<file path="src/rtl/seg_scan_decoder.sv">
// Receive-side decoder for a scanned four-digit 8-segment display: filters scan
// transitions, decodes each digit back to nibble+dp and reassembles the 20-bit word.
module seg_scan_decoder #(
    parameter int STABLE_CYCLES    = 16,
    parameter int TIMEOUT_CYCLES   = 1 << 20,
    parameter int DRAIN_ACTIVE_LOW = 1,
    parameter int SEG_ACTIVE_LOW   = 0
) (
    input  logic        i_CLK,
    input  logic        i_RST,
    input  logic [3:0]  i_drains,
    input  logic [7:0]  i_leds,
    output logic [19:0] o_data,
    output logic        o_valid,
    output logic        o_err,
    output logic        o_timeout
);
    localparam int CNT_W = $clog2(STABLE_CYCLES + 1);
    localparam int TMO_W = $clog2(TIMEOUT_CYCLES + 1);
    localparam logic [CNT_W-1:0] STABLE_MAX = CNT_W'(STABLE_CYCLES);
    localparam logic [CNT_W-1:0] CAP_THR    = CNT_W'(STABLE_CYCLES - 1);
    localparam logic [TMO_W-1:0] TMO_LAST   = TMO_W'(TIMEOUT_CYCLES - 1);
    localparam logic             DRAIN_INV  = (DRAIN_ACTIVE_LOW != 0);
    localparam logic             SEG_INV    = (SEG_ACTIVE_LOW != 0);

    typedef enum logic [1:0] {S_IDLE, S_WAIT, S_CAPT} state_t;

    // NOTE: reset asserts asynchronously but releases two clocks later, so every
    // downstream flop leaves reset on a clean edge.
    logic [1:0] rst_sync_q;
    logic       rst;

    always_ff @(posedge i_CLK or posedge i_RST) begin
        if (i_RST) rst_sync_q <= 2'b11;
        else       rst_sync_q <= {rst_sync_q[0], 1'b0};
    end
    assign rst = rst_sync_q[1];

    logic [11:0]      sync1_q, sync2_q, prev_q;
    logic [3:0]       sel;
    logic [7:0]       seg;
    logic [11:0]      sample;
    logic             stable, onehot, capture;
    logic [CNT_W-1:0] cnt_q, cnt_d;
    state_t           state_q, state_d;
    logic [19:0]      shadow_q, shadow_d, data_q, data_d;
    logic [3:0]       mask_q, mask_d;
    logic             err_acc_q, err_acc_d, err_q, err_d;
    logic             valid_q, valid_d, tmo_q, tmo_d;
    logic [TMO_W-1:0] tmo_cnt_q, tmo_cnt_d;
    logic [4:0]       dec;

    function automatic logic [4:0] decode(input logic [6:0] p);
        logic [4:0] r;
        case (p)
            7'h3F: r = 5'h00;  7'h06: r = 5'h01;  7'h5B: r = 5'h02;  7'h4F: r = 5'h03;
            7'h66: r = 5'h04;  7'h6D: r = 5'h05;  7'h7D: r = 5'h06;  7'h07: r = 5'h07;
            7'h7F: r = 5'h08;  7'h6F: r = 5'h09;  7'h77: r = 5'h0A;  7'h7C: r = 5'h0B;
            7'h39: r = 5'h0C;  7'h5E: r = 5'h0D;  7'h79: r = 5'h0E;  7'h71: r = 5'h0F;
            default: r = 5'h10;
        endcase
        return r;
    endfunction

    assign sel    = sync2_q[11:8] ^ {4{DRAIN_INV}};
    assign seg    = sync2_q[7:0]  ^ {8{SEG_INV}};
    assign sample = {sel, seg};
    assign stable = (sample == prev_q);
    assign onehot = $onehot(sel);
    assign dec    = decode(seg[6:0]);
    assign cnt_d  = !stable ? '0 : (cnt_q == STABLE_MAX ? cnt_q : cnt_q + CNT_W'(1));

    always_comb begin
        // NOTE: every output of this block is defaulted first so no path infers a latch.
        state_d = state_q;
        capture = 1'b0;
        case (state_q)
            S_IDLE: if (onehot) state_d = S_WAIT;
            S_WAIT: begin
                if (!onehot) begin
                    state_d = S_IDLE;
                end else if (cnt_d >= CAP_THR) begin
                    capture = 1'b1;
                    state_d = S_CAPT;
                end
            end
            S_CAPT:  if (!stable) state_d = S_IDLE;
            default: state_d = S_IDLE;
        endcase
    end

    always_comb begin
        shadow_d  = shadow_q;
        mask_d    = mask_q;
        err_acc_d = err_acc_q;
        data_d    = data_q;
        err_d     = err_q;
        valid_d   = 1'b0;
        tmo_d     = 1'b0;
        tmo_cnt_d = tmo_cnt_q;
        if (capture) begin
            for (int i = 0; i < 4; i++) begin
                if (sel[i]) begin
                    shadow_d[4*i +: 4] = dec[3:0];
                    shadow_d[16 + i]   = seg[7];
                end
            end
            mask_d    = mask_q | sel;
            err_acc_d = err_acc_q | dec[4];
            if (mask_d == 4'hF) begin
                data_d    = shadow_d;
                err_d     = err_acc_d;
                valid_d   = 1'b1;
                mask_d    = '0;
                err_acc_d = 1'b0;
            end
        end
        // A capture restarts the timeout, so completion always wins over timeout.
        if (capture || mask_q == '0) begin
            tmo_cnt_d = '0;
        end else if (tmo_cnt_q == TMO_LAST) begin
            tmo_cnt_d = '0;
            tmo_d     = 1'b1;
            mask_d    = '0;
            err_acc_d = 1'b0;
        end else begin
            tmo_cnt_d = tmo_cnt_q + TMO_W'(1);
        end
    end

    always_ff @(posedge i_CLK or posedge rst) begin
        if (rst) begin
            sync1_q   <= '0;
            sync2_q   <= '0;
            prev_q    <= '0;
            cnt_q     <= '0;
            state_q   <= S_IDLE;
            shadow_q  <= '0;
            mask_q    <= '0;
            err_acc_q <= 1'b0;
            data_q    <= '0;
            err_q     <= 1'b0;
            valid_q   <= 1'b0;
            tmo_q     <= 1'b0;
            tmo_cnt_q <= '0;
        end else begin
            sync1_q   <= {i_drains, i_leds};
            sync2_q   <= sync1_q;
            prev_q    <= sample;
            cnt_q     <= cnt_d;
            state_q   <= state_d;
            shadow_q  <= shadow_d;
            mask_q    <= mask_d;
            err_acc_q <= err_acc_d;
            data_q    <= data_d;
            err_q     <= err_d;
            valid_q   <= valid_d;
            tmo_q     <= tmo_d;
            tmo_cnt_q <= tmo_cnt_d;
        end
    end

    assign o_data    = data_q;
    assign o_valid   = valid_q;
    assign o_err     = err_q;
    assign o_timeout = tmo_q;
endmodule

</file>
<file path="config.mk">
export PLATFORM = sky130hd
export DESIGN_NAME = seg_scan_decoder
export DESIGN_NICKNAME = d
export VERILOG_FILES = /design/src/rtl/seg_scan_decoder.sv
export SDC_FILE = /design/constraint.sdc
export NUM_CORES = 1
export LEC_CHECK = 0
export BUFFER_PORTS_ARGS = -buffer_cell sky130_fd_sc_hd__buf_4
export CAP_MARGIN = 40
export CORE_MARGIN = 2
export CORE_UTILIZATION = 65
export CTS_BUF_LIST = sky130_fd_sc_hd__clkbuf_8
export CTS_CLUSTER_SIZE = 25
export DETAILED_ROUTE_END_ITERATION = 12
export PLACE_DENSITY = 0.86
export SETUP_SLACK_MARGIN = 0.02
export SLEW_MARGIN = 30
export SYNTH_ARGS = -nofsm -noshare
export SYNTH_HDL_FRONTEND = slang
export SYNTH_SLANG_ARGS = --single-unit
</file>
<file path="constraint.sdc">
create_clock -name i_CLK -period 6.7 [get_ports i_CLK]
set_input_delay 0.67 -clock i_CLK [delete_from_list [all_inputs] [get_ports i_CLK]]
set_output_delay 0.67 -clock i_CLK [all_outputs]
set_load 0.05 [all_outputs]
</file>
==> results.cfg <==
[sta]
grt_setup_unrepaired = false
fin_crit_sh = 0.500
setup_violations = 0
max_freq_ghz = 0.298
finalCriticalPeriod_ps = 3350
fin_worst_skew_ps = 12.9
setup_tns_ps = 0
hold_violations = 0
worst_pin_slew_ps = 817
slew_viol_final = 0
relSlewSlack = 0.451
setup_ws_ps = 3350

[global_routing]
grt.total_usage = 0.244
antenna_found_initial = 0
grt-ovfl-total = 0
first_global_vias = 3178
grt_max_degree = 54
grt_pass1_wl_mm = 15.9

[setup_path]
required_ps = 6970
crit_chain = fa_1, inv_1, ha_1, ha_1, nor4b_2, and3_1, or3b_1, nor2_1
cp_max_fo = 20
critPathMostFrequentCell = ha_1
crit_arrival_ps = 3620
crit_buf_inv = 1
critPathTopFamily = simple AND/OR/NAND/NOR gates
end_kind = flip-flop
start_kind = flip-flop
slowest_stage = fa_1
max_stage_delay_ps = 630
critical_path_class = flip-flop to flip-flop
r2r_slack_ps = 3350

[floorplanning]
ios = 37
rows = 32
coreArea_mm2 = 0.00761
die_y_um = 92.1
die_w_um = 92.1
start_util = 0.663
design.die.area_mm2 = 0.00848

[final_layout]
stdcell_count = 559
drive_above_1_share = 0.258
nets = 464
diodes = 0
area_growth_pct = 14.5

[power]
pwr-share-seq = 0.503
p_switching_uw = 363
leakage_nw = 2.74
p_sw_frac = 0.254
power.density_mw_per_mm2 = 247
p_clk_frac = 0.456
ir_drop_v = 0.000218
power_frac_comb = 0.040
p_int_mw = 1.06

[drt]
first_iter_violations = 195
wl_mm = 9.40
vias = 3241
drt-vias-per-instance = 5.80
drtPass1Iterations = 4
ant_nets = 0
wl_per_cell_um = 16.8
drc_errors = 0

[clock_tree]
clk_latency_ps = 430
htreeDepth = 4
path_clk_slew_ps = 80
ctsHoldBuffers = 0
clockBufferDepth = 2
cts_tree = yes
post_cts_buffers = 0
cts_buffers = 17
cts_resized = 0
cts_sinks = 114
clock-root-buffer = clkbuf_8

[place]
portBuffers = 36
gp_congestion = 0.883
dp_slack_ps = 3160
dpl.hpwl_mm = 6.25
numPlacedInstances = 526

[synth]
synth_top_cell_by_area = dfrtp_1
ys_async_sr_fraction = 1.00
synth.distinct_cells = 64
syn_area_per_cell_um2 = 12.6
syn_nets = 422
ys_top_cells_by_area = dfrtp_1, mux2_1, mux2_2, xor2_1, nor2_1
yosys_warnings = 0
synth_seq_cells = 114
synthFlopType = dfrtp_1
synth_edf_count = 0
synth_top_area_share = 0.555
synth_area_mm2 = 0.00505
synth-seq-area-share = 0.566
netlist_instances = 402

[hold_path]
hold_class = primary input to asynchronous set/reset pin

[status]
status = complete, no violations

[job]
cap_viol_max_count = 0
area by class of cell:
cell class | count | area (um2)
inverter | 12 | 47.5
clock inverter | 15 | 170
clock buffer | 17 | 234
tap | 102 | 128
multi-input combinational | 259 | 2030
fill | 448 | 1830
sequential | 114 | 2860
timing repair buffer | 40 | 318
kinds of logic (layout without fill, tap and decap cells):
logic type      after synthesis  in the layout  share of synthesized area
buf+inv                      29             84                     0.0340
simple gates                129            129                      0.156
compound gates               39             39                     0.0518
other cells                   1              1                   0.000743
mux                          49             49                      0.114
flops                       114            114                      0.566
xor+xnor                     35             35                     0.0608
fa+ha+maj                     6              6                     0.0164
layer usage:
layer	part of all wire	vias up	routed length, um	track usage
met5	0	-	0	0
met2	0.52	81	4920	0.396
li1	-	1493	-	-
met1	0.42	1656	3990	0.319
met4	0.0096	0	90	0.0746
met3	0.042	11	399	0.0781
synth_stat cells, types with 5 or more instances:
cell type	number
dfrtp_1	112
nor2_1	42
mux2_1	20
xor2_1	20
nand2_1	19
mux2_2	17
xnor2_1	15
inv_1	12
a21oi_1	10
nand3_1	9
mux2_4	8
o21ai_0	8
and3_1	7
buf_2	6
nand4_1	6
and2_1	5
ha_1	5
worst paths after layout:
kind | start | endpoint | cells past startpoint
hold / removal | i_RST | rst_sync_q[0] | 2
setup / recovery | sync2_q[8] | tmo_cnt_q[17] | 8
max in group asynchronous | rst_sync_q[1] | tmo_cnt_q[0] | 3
hold reg to reg | rst_sync_q[1] | o_data[5] | 1
setup reg to reg | sync2_q[8] | tmo_cnt_q[17] | 8
min in group i_CLK | i_drains[1] | sync1_q[9] | 1
flip-flops by register name (all words and copies together) (netlist names), 2 cells and up:
register,flops
o_data,20
shadow_q,20
sync2_q,12
cnt_q,5
tmo_cnt_q,21
sync1_q,12
rst_sync_q,2
prev_q,12
state_q,2
mask_q,4
power groups by stage:
stage	registers, mW	clock network [mW]	logic [mW]
finish	0.719	0.652	0.0575
global route	0.721	0.696	0.0646
CTS	0.719	0.657	0.0574
detailed placement	0.732	0	0.0562
global placement	0.731	0	0.0520
floorplan	0.720	0	0.0491
worst register-to-register path, cell delays in order (launching register included):
cell and delay (ps):
dfrtp_1 560, fa_1 630, inv_1 60, ha_1 180
ha_1 280, nor4b_2 500, and3_1 280, or3b_1 540
nor2_1 160
layout by cell type (no fill, tap or decap), types with 2 or more instances in the layout:
master	netlist	final
and4_1	3	3
buf_4	2	38
o21a_1	4	4
nand2_1	19	19
xnor2_1	15	15
nor4_2	3	3
and3_1	7	7
clkinvlp_4	0	2
and2_1	5	5
nand4_1	6	6
mux2_2	17	17
nor2_1	42	42
nor3_1	2	2
nand3b_1	4	4
inv_1	12	11
nand2b_1	2	2
o22ai_1	2	2
inv_6	0	6
bufinv_16	0	2
o311ai_1	2	2
nor4b_2	1	2
a21oi_1	10	10
mux2_1	20	20
o21ai_0	8	8
dfstp_2	2	2
nor2_8	4	4
ha_1	5	5
a31oi_1	3	3
or2_2	2	2
clkinv_4	0	3
xor2_1	20	20
mux2i_1	4	4
nor4bb_1	2	2
mux2_4	8	8
dfrtp_1	112	112
clkbuf_8	0	17
nor2b_1	2	2
nand3_1	9	9
nor4_1	3	3
per-stage QoR:
step | util | hold WS (ps) | total power, mW | area [um2]
after detailed placement | 0.705 | 280 | 0.788 | 5360
after global routing | 0.760 | 242 | 1.48 | 5780
after global placement | 0.701 | 272 | 0.783 | 5340
after CTS | 0.758 | 240 | 1.43 | 5770
final | 0.760 | 260 | 1.43 | 5780
after floorplan | - | 331 | 0.769 | 5050
Power figures use the tool's default switching activity.
